`src/rtl/cdb_arbiter.sv`:
```
`default_nettype none
// ============================================================================
// Module   : cdb_arbiter
// Purpose  : Common-data-bus arbiter. Two per-source result FIFOs (ALU, LSB)
//            feed one registered broadcast per cycle, with round-robin
//            arbitration under contention. The whole block freezes while
//            rdy_in is low. predict_fail flushes both queues and the bus.
// Ports    : clk_in, rst_in (sync, active-high), rdy_in (global ready)
//            alu_valid/tag/val/addr -> alu_ready  : ALU result offer
//            lsb_valid/tag/val/addr -> lsb_ready  : LSB result offer
//            predict_fail                         : misprediction flush
//            cdb_active/tag/val/addr              : registered broadcast
//            stat_bcast_cnt/stat_stall_cnt        : statistics counters
// Options  : CDB_STATS_EN - when defined, the statistics counters are built.
//            When undefined, both stat outputs are tied to zero.
// Revision : 1.0 - initial release
// ============================================================================
module cdb_arbiter #(
    parameter int FIFO_DEPTH = 2
) (
    input  logic        clk_in,
    input  logic        rst_in,
    input  logic        rdy_in,
    input  logic        alu_valid,
    input  logic [3:0]  alu_tag,
    input  logic [31:0] alu_val,
    input  logic [31:0] alu_addr,
    output logic        alu_ready,
    input  logic        lsb_valid,
    input  logic [3:0]  lsb_tag,
    input  logic [31:0] lsb_val,
    input  logic [31:0] lsb_addr,
    output logic        lsb_ready,
    input  logic        predict_fail,
    output logic        cdb_active,
    output logic [3:0]  cdb_tag,
    output logic [31:0] cdb_val,
    output logic [31:0] cdb_addr,
    output logic [31:0] stat_bcast_cnt,
    output logic [31:0] stat_stall_cnt
);

    localparam int AW = (FIFO_DEPTH > 1) ? $clog2(FIFO_DEPTH) : 1;
    localparam int CW = AW + 1;
    localparam int EW = 68;                       // {tag, val, addr}
    localparam logic [CW-1:0] FULL_CNT = CW'(FIFO_DEPTH);

    // Normal-advance and flush qualifiers; reset beats pause beats flush.
    logic adv_w;
    logic flush_w;
    assign adv_w   = !rst_in && rdy_in && !predict_fail;
    assign flush_w = !rst_in && rdy_in && predict_fail;

    // Per-source views: index 0 = ALU, 1 = LSB.
    logic          valid_w [2];
    logic [EW-1:0] din_w   [2];
    logic          ready_w [2];
    logic          nempty_w[2];
    logic          push_w  [2];
    logic          pop_w   [2];
    logic [EW-1:0] head_w  [2];

    assign valid_w[0] = alu_valid;
    assign valid_w[1] = lsb_valid;
    assign din_w[0]   = {alu_tag, alu_val, alu_addr};
    assign din_w[1]   = {lsb_tag, lsb_val, lsb_addr};
    assign alu_ready  = ready_w[0];
    assign lsb_ready  = ready_w[1];

    // Arbitration uses registered occupancy only, so a result pushed at one
    // edge is never popped before the following edge.
    logic rr_q, rr_d;
    logic grant_alu_w, grant_lsb_w, contend_w;
    assign contend_w   = nempty_w[0] && nempty_w[1];
    assign grant_alu_w = nempty_w[0] && (!nempty_w[1] || !rr_q);
    assign grant_lsb_w = nempty_w[1] && !grant_alu_w;
    assign pop_w[0]    = adv_w && grant_alu_w;
    assign pop_w[1]    = adv_w && grant_lsb_w;

    for (genvar s = 0; s < 2; s++) begin : g_src
        logic [EW-1:0] mem_q [FIFO_DEPTH];
        logic [AW-1:0] wr_ptr_q, wr_ptr_d;
        logic [AW-1:0] rd_ptr_q, rd_ptr_d;
        logic [CW-1:0] cnt_q, cnt_d;

        assign ready_w[s]  = (cnt_q != FULL_CNT);
        assign nempty_w[s] = (cnt_q != '0);
        // Tag 0 means "no destination": accepted by the handshake, then dropped.
        assign push_w[s]   = adv_w && valid_w[s] && ready_w[s] &&
                             (din_w[s][EW-1 -: 4] != 4'b0);
        assign head_w[s]   = mem_q[rd_ptr_q];

        always_comb begin
            wr_ptr_d = push_w[s] ? wr_ptr_q + AW'(1) : wr_ptr_q;
            rd_ptr_d = pop_w[s]  ? rd_ptr_q + AW'(1) : rd_ptr_q;
            cnt_d    = cnt_q + {{(CW-1){1'b0}}, push_w[s]}
                             - {{(CW-1){1'b0}}, pop_w[s]};
        end

        always_ff @(posedge clk_in) begin
            if (rst_in || flush_w) begin
                wr_ptr_q <= '0;
                rd_ptr_q <= '0;
                cnt_q    <= '0;
            end else begin
                wr_ptr_q <= wr_ptr_d;
                rd_ptr_q <= rd_ptr_d;
                cnt_q    <= cnt_d;
            end
        end

        // Storage needs no reset: occupancy gates every read.
        always_ff @(posedge clk_in) begin
            if (push_w[s]) begin
                mem_q[wr_ptr_q] <= din_w[s];
            end
        end
    end

    // Broadcast register.
    logic        act_q,  act_d;
    logic [3:0]  tag_q,  tag_d;
    logic [31:0] val_q,  val_d;
    logic [31:0] addr_q, addr_d;

    always_comb begin
        act_d  = act_q;
        tag_d  = tag_q;
        val_d  = val_q;
        addr_d = addr_q;
        rr_d   = rr_q;
        if (flush_w) begin
            act_d = 1'b0;
            tag_d = 4'b0;
            rr_d  = 1'b0;
        end else if (adv_w) begin
            if (grant_alu_w || grant_lsb_w) begin
                act_d = 1'b1;
                {tag_d, val_d, addr_d} = grant_alu_w ? head_w[0] : head_w[1];
                if (contend_w) begin
                    rr_d = ~rr_q;
                end
            end else begin
                // val/addr deliberately hold their last broadcast value.
                act_d = 1'b0;
                tag_d = 4'b0;
            end
        end
    end

    always_ff @(posedge clk_in) begin
        if (rst_in) begin
            act_q  <= 1'b0;
            tag_q  <= 4'b0;
            val_q  <= 32'b0;
            addr_q <= 32'b0;
            rr_q   <= 1'b0;
        end else begin
            act_q  <= act_d;
            tag_q  <= tag_d;
            val_q  <= val_d;
            addr_q <= addr_d;
            rr_q   <= rr_d;
        end
    end

    assign cdb_active = act_q;
    assign cdb_tag    = tag_q;
    assign cdb_val    = val_q;
    assign cdb_addr   = addr_q;

`ifdef CDB_STATS_EN
    logic [31:0] bcast_q, bcast_d;
    logic [31:0] stall_q, stall_d;
    logic        stall_w;

    // A stall is any offered result refused for lack of space while running;
    // flush cycles still count because they are not paused.
    assign stall_w = rdy_in && ((alu_valid && !ready_w[0]) ||
                                (lsb_valid && !ready_w[1]));

    always_comb begin
        bcast_d = bcast_q + ((adv_w && (grant_alu_w || grant_lsb_w)) ? 32'd1 : 32'd0);
        stall_d = stall_q + (stall_w ? 32'd1 : 32'd0);
    end

    always_ff @(posedge clk_in) begin
        if (rst_in) begin
            bcast_q <= 32'b0;
            stall_q <= 32'b0;
        end else begin
            bcast_q <= bcast_d;
            stall_q <= stall_d;
        end
    end

    assign stat_bcast_cnt = bcast_q;
    assign stat_stall_cnt = stall_q;
`else
    assign stat_bcast_cnt = 32'b0;
    assign stat_stall_cnt = 32'b0;
`endif

endmodule
`default_nettype wire

```
`config.mk`:
```
export PLATFORM = sky130hd
export DESIGN_NAME = cdb_arbiter
export DESIGN_NICKNAME = d
export VERILOG_FILES = /design/src/rtl/cdb_arbiter.sv
export SDC_FILE = /design/constraint.sdc
export NUM_CORES = 1
export LEC_CHECK = 0
export BUFFER_PORTS_ARGS = -buffer_cell sky130_fd_sc_hd__buf_4
export CAP_MARGIN = 20
export CORE_UTILIZATION = 27
export CTS_BUF_LIST = sky130_fd_sc_hd__clkbuf_2
export DETAILED_ROUTE_END_ITERATION = 8
export GPL_ROUTABILITY_DRIVEN = 0
export GPL_TIMING_DRIVEN = 0
export PLACE_DENSITY = 0.46
export SLEW_MARGIN = 20
export SYNTH_ARGS = -nofsm -noshare
export SYNTH_HDL_FRONTEND = slang
export SYNTH_SLANG_ARGS = --single-unit
```
`constraint.sdc`:
```
create_clock -name clk_in -period 5.6 [get_ports clk_in]
set_input_delay 0.28 -clock clk_in [delete_from_list [all_inputs] [get_ports clk_in]]
set_output_delay 0.28 -clock clk_in [all_outputs]
set_load 0.01 [all_outputs]
```
==> results_dict.tcl <==
set metrics [dict create \
    status "completed" \
    cp_max_fo 35 \
    insertion_delay_ps 1040 \
    synth-simple-area-share_pct 8.36 \
    postSynthAreaPerCell_sq_um 14.8 \
    period_minus_slack_ps 2820 \
    synthAdderAreaFrac_pct 0.361 \
    nNetsFinal 1741 \
    synth_seq_cells 352 \
    grt_pass1_vias 10300 \
    synth_mux_area_share_pct 9.95 \
    tightest_slew_ps 938 \
    synth_compound_area_share_pct 4.65 \
    synthTopCellsByArea "edfxtp_1 59%, dfxtp_1 12%, mux2i_1 9.5%" \
    syn_to_final_growth_pct 47.9 \
    dieArea_sq_um 52200 \
    dr.pass1.iters 4 \
    p_leak_nw 7.88 \
    cts_resized 0 \
    arrival_ps 3500 \
    die_y_um 228 \
    finClkSkew_ps 75.7 \
    portBuffers 212 \
    fin_area_sq_um 20500 \
    slowest_stage "dlygate4sd3_1" \
    synth_area_sq_um 13900 \
    endpoint_kind "flip-flop" \
    grtUsageTotal_pct 14.8 \
    cp.required_ps 6280 \
    n_fill_cell 4872 \
    routed_wl_um 38000 \
    post_cts_buffers 0 \
    yosysTopAreaCell "edfxtp_1" \
    synth_xor_area_share_pct 0.569 \
    grt_start_max_net_pins 36 \
    core_sq_um 50400 \
    viasPerCell 4.13 \
    drc 0 \
    finalSetupViolCount 0 \
    max-slew-margin-rel_pct 37.5 \
    synth_top_cells_by_count "272 x edfxtp_1, 135 x nand2_1, 131 x mux2i_1" \
    synth_enable_flop_cells 272 \
    min_period_over_period_pct 50.3 \
    cpMostUsedCell "dlygate4sd3_1" \
    synth_top_family_by_area "multiplexers" \
    globalRouteOverflowTotal 0 \
    critPathKind "input pin to flip-flop" \
    start_util_pct 27.5 \
    wire_per_inst_um 16.2 \
    ys_seq_area_share_pct 70.5 \
    drt_iter0_markers 352 \
    peakVddDrop_uv 120 \
    row_count 82 \
    crit_path_start_kind "input pin" \
    yosys_most_used_dff "edfxtp_1" \
    yosysWarnings 0 \
    ant_nets 0 \
    worstPathCellList "dlygate4sd3_1 -> buf_4 -> nor3b_1 -> dlygate4sd3_1 -> nand4_1 -> inv_1 -> and2_4 -> buf_12" \
    cts_made_buffers 94 \
    rsz0062_at_grt "false" \
    clk_pin_slew_worst_paths_ps 100 \
    cts_tree "built" \
    ys_types 34 \
    cts.sinks 352 \
    yosysTopAreaCellShare_pct 59.0 \
    synth_cells 933 \
    drv_slew 0 \
    synth.most_common_cell "edfxtp_1" \
    cts_max_level 3 \
    max_freq_mhz 355 \
    hold_class "input pin to flip-flop" \
    clk_path_buf_depth 3 \
    fp.dieW_um 228 \
    hold_viol 0 \
    maxCapViolCount 0 \
    synthArstFlopShare_pct 0 \
    antenna_found_initial 4 \
    drive_above_1_share_pct 30.7 \
    dr_total_vias 9692 \
    ioPinCount 277 \
    powerDensity_nw_per_um2 255 \
    cp_slowest_stage_delay_ps 790 \
    hpwl_um 24600 \
    whs_ps 192 \
    grt_pass1_wl_um 58600 \
    placed_area_sq_um 16700 \
    cts_hold_buf 282 \
    cts_root_buf "clkbuf_2" \
]
## layout by cell type (no fill, tap or decap), types with 2 or more instances in the layout
master         synthesis  routed
buf_4                 67     279
nor3b_1               65      65
a31oi_1                3       3
nand2_1              135     135
clkinv_2               0       3
buf_2                 16      16
conb_1                 1      64
nor2_4                 0       2
buf_12                 0       7
bufinv_16              0       3
ha_1                   4       4
and2_1                 5       3
and2_4                 0       2
xor2_1                 5       5
nand2b_1               2       2
nand4_1                2       2
a31o_2                30      30
dlygate4sd3_1          0     282
dfxtp_1               80      80
or4_1                  2       2
nand3_1                4       4
mux2_2                 6       6
xnor2_1                4       4
inv_1                  7       7
clkbuf_1              29      29
buf_16                 0       2
clkbuf_2               0     155
nor2_1                14      12
clkinv_1               0      11
a21oi_1                2       2
mux2i_1              131     131
buf_6                  4       4
edfxtp_1             272     272
a31o_1                34      34
## worst paths after layout
check                    startpoint                     to  slack, ps  depth (start not counted)
setup reg to reg  g_src[1].cnt_q[1]             cdb_tag[2]       2890                          8
hold reg to reg          cdb_tag[1]             cdb_tag[1]        510                          2
setup / recovery             rst_in  g_src[0].mem_q[1][39]       2780                          8
hold / removal               rdy_in      g_src[1].cnt_q[0]        190                          4
## sequential cells by signal (all words and copies together) (netlist names), named ones only
name and cells:
cdb_active 1, cdb_tag 4, cdb_addr 32, g_src.mem_q 272, g_src.wr_ptr_q 2, g_src.cnt_q 4, g_src.rd_ptr_q 2, cdb_val 32
rr_q 1
## routing by layer
metal | routed length [um] | global-route usage (%) | vias up
met4 | 823 | 6.40 | 6
met2 | 18400 | 24.7 | 291
li1 | - | - | 4705
met1 | 16600 | 18.1 | 4622
met3 | 2180 | 3.85 | 68
met5 | 34 | 0 | -
## cell type report
cell class | count | area, sq um | share of cell area, %
antenna | 1 | 2.50 | 0.0122
buffer | 117 | 741 | 3.62
clock buffer | 155 | 776 | 3.79
clock inverter | 18 | 150 | 0.733
inverter | 7 | 26.3 | 0.128
multi-input combinational | 520 | 3570 | 17.4
sequential | 352 | 9770 | 47.7
tap | 672 | 841 | 4.10
timing repair buffer | 503 | 4610 | 22.5
## power breakdown
part	leakage [nW]	switching [W]	total, W	internal (W)
Sequential	3.10	0.00000919	0.00284	0.00284
Combinational	4.06	0.000162	0.000421	0.000260
Clock	0.719	0.00110	0.00195	0.000858
## worst max-delay path: cells and delay by family
kind	cells	cell delay (ps)
buffers and inverters	5	1980
and+or+nand+nor	3	1200
## per-stage QoR
stage                     setup slack, ps  total power, W  std cells  utilization, %  setup TNS [ps]
after detailed placement             2510         0.00317       1889            33.2               0
after CTS                            2760         0.00533       2344            40.7               0
after global routing                 2630         0.00548       2345            40.7               0
after global placement              -2330         0.00317       1880            32.8         -291950
final                                2780         0.00522       2345            40.7               0
after floorplan                      1260         0.00303        996               -               0
## cell families after synthesis
family / after synthesis
compound gates: 74
mux: 137
simple gates: 232
fa+ha+maj: 4
xor+xnor: 9
other cells: 1
buf+inv: 124
flops: 352
No activity file was read; power rests on OpenSTA's default activity.
